**config.mk**
```make
export PLATFORM = sky130hd
export DESIGN_NAME = prog_timer
export DESIGN_NICKNAME = d
export VERILOG_FILES = /design/src/rtl/prog_timer_pkg.sv /design/src/rtl/prog_timer_prescaler.sv /design/src/rtl/prog_timer.sv
export SDC_FILE = /design/constraint.sdc
export NUM_CORES = 1
export LEC_CHECK = 0
export ABC_AREA = 1
export CORE_ASPECT_RATIO = 2
export CORE_MARGIN = 5
export CORE_UTILIZATION = 55
export CTS_CLUSTER_SIZE = 14
export DETAILED_ROUTE_END_ITERATION = 12
export PLACE_DENSITY_LB_ADDON = 0.08
export SKIP_CTS_REPAIR_TIMING = 1
export SKIP_LAST_GASP = 1
export SYNTH_ARGS = -nofsm -noshare
export SYNTH_HDL_FRONTEND = slang
export SYNTH_SLANG_ARGS = --single-unit
export TNS_END_PERCENT = 50
```
**constraint.sdc**
```tcl
create_clock -name clk -period 3.8 [get_ports clk]
set_clock_uncertainty 0.2 [all_clocks]
set_input_delay 0.76 -clock clk [delete_from_list [all_inputs] [get_ports clk]]
set_output_delay 0.76 -clock clk [all_outputs]
set_load 0.005 [all_outputs]
```
**src/rtl/prog_timer_pkg.sv**
```systemverilog
// Shared definitions for the programmable timer: direction/mode encodings,
// run state, and the prescaler width helper.
package prog_timer_pkg;

  localparam logic DIR_UP        = 1'b0;
  localparam logic DIR_DOWN      = 1'b1;
  localparam logic MODE_PERIODIC = 1'b0;
  localparam logic MODE_ONESHOT  = 1'b1;

  typedef enum logic {
    ST_RUN  = 1'b0,
    ST_DONE = 1'b1
  } run_state_t;

  // A divide-by-1 still needs a 1-bit register to stay legal.
  function automatic int unsigned pre_width(input int unsigned prescale);
    return (prescale > 1) ? $clog2(prescale) : 1;
  endfunction

endpackage

```
**src/rtl/prog_timer_prescaler.sv**
```systemverilog
// Clock divider: raises tick_evt on every PRESCALE-th enabled cycle.
module prescaler
  import prog_timer_pkg::*;
#(
  parameter int unsigned PRESCALE = 100000000
) (
  input  logic clk,
  input  logic reset,
  input  logic enable,
  input  logic sync_clr,
  output logic tick_evt
);

  localparam int unsigned   PW   = pre_width(PRESCALE);
  localparam logic [PW-1:0] LAST = PW'(PRESCALE - 1);

  logic [PW-1:0] pre_cnt;

  assign tick_evt = enable && (pre_cnt == LAST);

  always_ff @(posedge clk or negedge reset) begin
    if (!reset) begin
      pre_cnt <= '0;
    end else if (sync_clr) begin
      pre_cnt <= '0;
    end else if (enable) begin
      pre_cnt <= tick_evt ? '0 : pre_cnt + 1'b1;
    end
  end

endmodule

```
**src/rtl/prog_timer.sv**
```systemverilog
// Programmable up/down timer with modulus, load, clear and one-shot mode;
// tick/tc pulses allow cascading timers.
module prog_timer
  import prog_timer_pkg::*;
#(
  parameter int unsigned      WIDTH     = 16,
  parameter int unsigned      PRESCALE  = 100000000,
  parameter logic [WIDTH-1:0] MAX_COUNT = '1
) (
  input  logic             clk,
  input  logic             reset,
  input  logic             enable,
  input  logic             dir,
  input  logic             oneshot,
  input  logic             clear,
  input  logic             load,
  input  logic [WIDTH-1:0] load_value,
  output logic [WIDTH-1:0] count,
  output logic             tick,
  output logic             tc,
  output logic             done
);

  logic             tick_evt;
  run_state_t       state, state_nx;
  logic [WIDTH-1:0] count_nx;
  logic [WIDTH-1:0] term;
  logic [WIDTH-1:0] load_clamped;
  logic             tick_nx, tc_nx;

  prescaler #(.PRESCALE(PRESCALE)) u_prescaler (
    .clk      (clk),
    .reset    (reset),
    .enable   (enable),
    .sync_clr (clear | load),
    .tick_evt (tick_evt)
  );

  always_comb begin
    count_nx     = count;
    state_nx     = state;
    tick_nx      = 1'b0;
    tc_nx        = 1'b0;
    term         = (dir == DIR_UP) ? MAX_COUNT : '0;
    load_clamped = (load_value > MAX_COUNT) ? MAX_COUNT : load_value;

    if (clear) begin
      count_nx = '0;
      state_nx = ST_RUN;
    end else if (load) begin
      count_nx = load_clamped;
      state_nx = ST_RUN;
    end else if (tick_evt) begin
      tick_nx = 1'b1;
      if (state == ST_RUN) begin
        if (count != term) begin
          count_nx = (dir == DIR_UP) ? count + 1'b1 : count - 1'b1;
        end else begin
          tc_nx = 1'b1;
          // Wrap to the modulus explicitly rather than relying on overflow.
          if (oneshot == MODE_ONESHOT) state_nx = ST_DONE;
          else count_nx = (dir == DIR_UP) ? '0 : MAX_COUNT;
        end
      end
    end
  end

  always_ff @(posedge clk or negedge reset) begin
    if (!reset) begin
      count <= '0;
      state <= ST_RUN;
      tick  <= 1'b0;
      tc    <= 1'b0;
    end else begin
      count <= count_nx;
      state <= state_nx;
      tick  <= tick_nx;
      tc    <= tc_nx;
    end
  end

  assign done = (state == ST_DONE);

endmodule

```
---- Yosys cells after proc, flatten, opt, wreduce, memory -nomap -nowiden ----
Cells that the tools add are included.
storage, ports and cells
  register bits after elaboration ......... 46
  bits of input ports ..................... 23
  output and inout bits ................... 19
  logic and storage cells ................. 45
operators by class
  $add $sub $neg .......................... 3
  magnitude comparators ................... 1
  equality and inequality tests ........... 4
  muxes and demuxes ....................... 27
  bitwise logic cells ..................... 1
  reduce and logical (&&, ||, !) cells .... 4
operator list
  kind                                                   number
  two-way mux 16 bit                                     10
  two-way mux 27 bit                                     3
  adder 27 x 1 -> 27 bit, second input constant          1
  == test 27 bit, second input constant                  1
  adder 16 x 1 -> 16 bit, second input constant          1
  greater-than comparator 16 bit, second input constant  1
  != test 16 bit                                         1
  subtractor 16 x 1 -> 16 bit, second input constant     1
  two-way mux 1 bit                                      14
  != test 4 x 1 -> 1 bit, second input constant          1
  != test 3 bit, second input constant                   1
  AND reduction 3 bit                                    1
  nonzero test 3 bit                                     1
  nonzero test 2 bit                                     1
  logical AND 1 bit                                      1
  bitwise OR 1 bit                                       1

---- Logic depth before layout (Yosys ltp) ----
  depth after elaboration ................. 7
  depth in mapped cells ................... 13
  depth with buffers taken out ............ 13

---- Hierarchy ----
A second synthesis with hierarchy kept.
second synthesis, totals
  cell total of the unflattened synthesis .. 626
  area total of the unflattened synthesis .. 3872.5 um^2
by module, submodules not included
  module      times used  cells an instance  area an instance (um^2)
  prog_timer  1           356                2055.7
  prescaler   1           270                1816.7

---- Least setup slack after synthesis ----
No wires, ideal clock.
  path kind ............................... input port to flip-flop
  start point ............................. input dir
  end point ............................... register count[15]
  data arrival time ....................... 2.107 ns
  slack ................................... 1.377 ns
  stages on the path ...................... 11
  buffers on the path ..................... 1
  cells stage by stage .................... ha_1 > nand2_1 > nor2_2 > nand2_2 > nor3_4 > nand3_2 > nand3_2 > buf_6 > nor2_2 > nand2_1 > nand2_1
on the way
  cells in the longest elaborated chain, start to end .. 7
  elaborated cells between the ends (all ways) .. 12
  those cells by class .................... 2 x eq/ne; 9 x mux; 1 x reduce/logical
RTL lines
  item                                                         RTL line                            text
  start: declaration                                           prog_timer.sv:13                    input logic dir,
  two-way mux 16 bit (on tied branches)                        prog_timer.sv:44, prog_timer.sv:62
  != test 16 bit / two-way mux 16 bit (equally long branches)  prog_timer.sv:56, prog_timer.sv:61
  two-way mux 16 bit                                           prog_timer.sv:56                    if (count != term) begin
  two-way mux 16 bit                                           prog_timer.sv:55                    if (state == ST_RUN) begin
  two-way mux 16 bit                                           prog_timer.sv:53                    end else if (tick_evt) begin
  two-way mux 16 bit                                           prog_timer.sv:50                    end else if (load) begin
  two-way mux 16 bit                                           prog_timer.sv:47                    if (clear) begin
  end signal: assignment                                       prog_timer.sv:75                    count <= count_nx;
  end: declaration                                             prog_timer.sv:18                    output logic [WIDTH-1:0] count,
Parallel ways exist; a longest one is shown, timed or not. The select of a mux whose other input is x is not followed.
A chain may end at the register's enable or synchronous reset.

---- Worst setup path in the final report ----
  start point ............................. input dir
  end point ............................... register count[4]
Same word-level chain as after synthesis.

==> flow_summary.yaml <==
routing:
  initialDrtViolationCount: 181
  drt_pre_antenna_iters: 5
  drc: 0
  wl_per_cell_um: 14.6
  vias: 3616
  viasPerCell: 5.29
  finalWirelength_um: 9990
  ant_nets: 0
sta:
  setup_viol: 0
  max_freq_ghz: 0.315
  min_period_ps: 3180
  rsz0062_at_grt: "false"
  hold_viol: 0
  setup_tns_ps: 0
  min_period_over_period_pct: 83.7
  slew_violations: 0
  slew_headroom_pct: 31.6
  tightest_slew_ps: 1030
cts:
  clock_latency_ps: 290
  htreeDepth: 2
  cts_root_buf: "clkbuf_16"
  cts_tree: "done"
  cts_buffer_depth: 2
  cts_made_buffers: 5
  clock-sinks: 46
  clkSlewWorstSetupHoldPaths_ps: 70
pwr:
  p_leak_nw: 2.17
  ir_drop_mv: 0.292
  power_density_mw_per_mm2: 334
global_routing:
  grt-ovfl-total: 0
  grt_start_max_net_pins: 47
  grt-busiest-layer: "met2"
  grt_antenna_before_repair: 0
  met3_usage_pct: 3.16
  grt_pass1_wl_um: 16500
  met1_usage_pct: 25.4
  grt_pass1_vias: 3631
  use_met2_pct: 49.4
  grt_usage_pct: 25.6
floorplan:
  die_h_um: 124
  die_area_mm2: 0.00834
  ios: 42
  start_util_pct: 56.4
  die_x_um: 67.1
  rows: 41
  core_mm2: 0.00636
logic_synthesis:
  synth_area_per_cell_um2: 6.48
  synth-seq-area-share_pct: 32.1
  yosys-top-cells-area: "dfrtp_1 (32%), nand2_1 (21%), inv_1 (8.1%)"
  synth_nets: 593
  synthArstFlopShare_pct: 100
  synth_warnings: 0
  yosysUniqueCellTypes: 35
  synthFlopType: "dfrtp_1"
  syn_inst: 554
  synth_area_leader_cell: "dfrtp_1"
  netlist.area_leader.share_pct: 32.1
  synth_edf_count: 0
  synth_seq_cells: 46
  netlist_area_mm2: 0.00359
placed_design:
  gp_congestion: 0.981
  dp_hpwl_um: 8000
  place_inst: 675
  port_buffers: 41
run:
  maxCapViolations: 0
finish:
  antennaDiodeCount: 0
  final_layout_size_suffix_gt1_share_pct: 7.87
  syn_to_final_growth_pct: 17.3
  fin_nets: 635
  fillers: 643
  layoutNonFillerInstCount: 683
setup_path:
  startpoint_type: "input pin"
  cpPeakStageDelay_ps: 400
  crit_chain: "clkdlybuf4s50_1, buf_4, ha_1, nand2_1, nor2_2, nand2_2, nor3_4, nand3_2, nand3_2, inv_1, nand2_1, nand2_1"
  path_class: "in2reg"
  end_kind: "register"
  cp.required_ps: 3790
  arrival_ps: 3170
  critical_path.most_common_cell: "nand2_1"
  cp_max_fo: 17
  cp_slowest_cell: "clkdlybuf4s50_1"
worst_hold_path:
  hold_path_class: "reg2reg"
run_status:
  status: "completed"
logic make-up (layout without fill, tap and decap cells):
kind of cell	count (synthesis)	after routing	synth area share [%]
buffers and inverters	88	131	9.94
adders and majority gates	16	16	5.79
xor gates and xnor gates	8	8	1.95
AOI/OAI and AO/OA	53	53	8.12
and+or+nand+nor	343	343	42.1
DFF	46	46	32.1
final cells by class:
cell class / count / area, um^2 / area share, %
clock inverters: 1 / 5.00 / 0.119
flip-flops and latches: 46 / 1150 / 27.4
inverters: 80 / 300 / 7.14
multi-input cells: 420 / 2080 / 49.4
repair buffers: 43 / 420 / 9.99
well taps: 86 / 108 / 2.56
clock buffers: 7 / 143 / 3.39
synth_stat cells, types with 2 or more instances:
| cell | number |
|---|---|
| ha_1 | 15 |
| inv_2 | 3 |
| clkbuf_1 | 2 |
| nand4_1 | 9 |
| nand2_1 | 198 |
| o21ai_0 | 16 |
| xor2_1 | 6 |
| nand3b_1 | 3 |
| nor2_1 | 50 |
| nand3_2 | 4 |
| nor3_1 | 14 |
| a31oi_1 | 5 |
| buf_2 | 3 |
| a21oi_1 | 18 |
| o21ai_1 | 7 |
| nor3_2 | 2 |
| buf_6 | 3 |
| inv_1 | 77 |
| nor2_2 | 15 |
| nand3_1 | 31 |
| o21a_1 | 3 |
| xnor2_1 | 2 |
| or2_2 | 3 |
| nand2_2 | 8 |
| and3_1 | 2 |
| dfrtp_1 | 46 |
flip-flops by register name, summed over array words and instances, names as in the netlist:
register / count
u_prescaler.pre_cnt: 27
count: 16
done: 1
tc: 1
tick: 1
power by group:
part	internal, mW	switching, mW	total [mW]	leakage [nW]
combinational	0.174	0.247	0.421	1.47
sequential	0.512	0.0255	0.537	0.625
clock	0.261	0.186	0.447	0.0739
total	0.947	0.458	1.41	2.17
routing by layer:
layer | wire (um) | share of wire (%)
met5 | 0 | 0
met2 | 5810 | 58
met4 | 305 | 3.1
met1 | 3610 | 36
met3 | 267 | 2.7
worst paths after layout:
kind | start | to | slack [ps] | cells past startpoint
worst min register to register | u_prescaler.pre_cnt[19]$_DFFE_PN0P_ | u_prescaler.pre_cnt[19]$_DFFE_PN0P_ | 330 | 1
worst max register to register | count[9]$_DFFE_PN0P_ | count[4]$_DFFE_PN0P_ | 1290 | 10
worst min-delay path | u_prescaler.pre_cnt[19]$_DFFE_PN0P_ | u_prescaler.pre_cnt[19]$_DFFE_PN0P_ | 330 | 1
max in group asynchronous | reset | u_prescaler.pre_cnt[14]$_DFFE_PN0P_ | 2320 | 1
worst max-delay path | dir | count[4]$_DFFE_PN0P_ | 620 | 12
min in group asynchronous | reset | u_prescaler.pre_cnt[6]$_DFFE_PN0P_ | 450 | 1
placed cells by master (no fill, tap or decap), drive strengths merged:
master and instances:
a211oi 1, a21oi 18, a22oi 1, a31oi 5, and3 2, buf 3
clkbuf 7, clkdlybuf4s50 40, clkinv 1, dfrtp 46, fa 1, ha 15
inv 80, nand2 206, nand3 35, nand3b 3, nand4 9, nor2 66
nor3 17, nor3b 1, nor4 1, o211a 1, o21a 3, o21ai 23
o21bai 1, or2 3, xnor2 2, xor2 6
stage by stage:
stage / total power [mW] / hold WS [ps] / util [%] / worst slack [ps] / cell area, um^2
2_1_floorplan: 0.813 / 264 / - / 1380 / 3590
5_1_grt: 1.50 / 332 / 66.1 / 429 / 4210
3_5_place_dp: 0.966 / 314 / 63.8 / 330 / 4060
6_report: 1.41 / 327 / 66.1 / 621 / 4210
3_3_place_gp: 0.963 / 300 / 63.8 / 398 / 4060
4_1_cts: 1.42 / 322 / 66.1 / 629 / 4210
critical path, delay by kind of cell:
family	cells	cell delay [ps]
and+or+nand+nor	8	1240
buffers and inverters	3	780
adders and majority gates	1	390
Note: power is estimated with default switching activity, not from simulation.
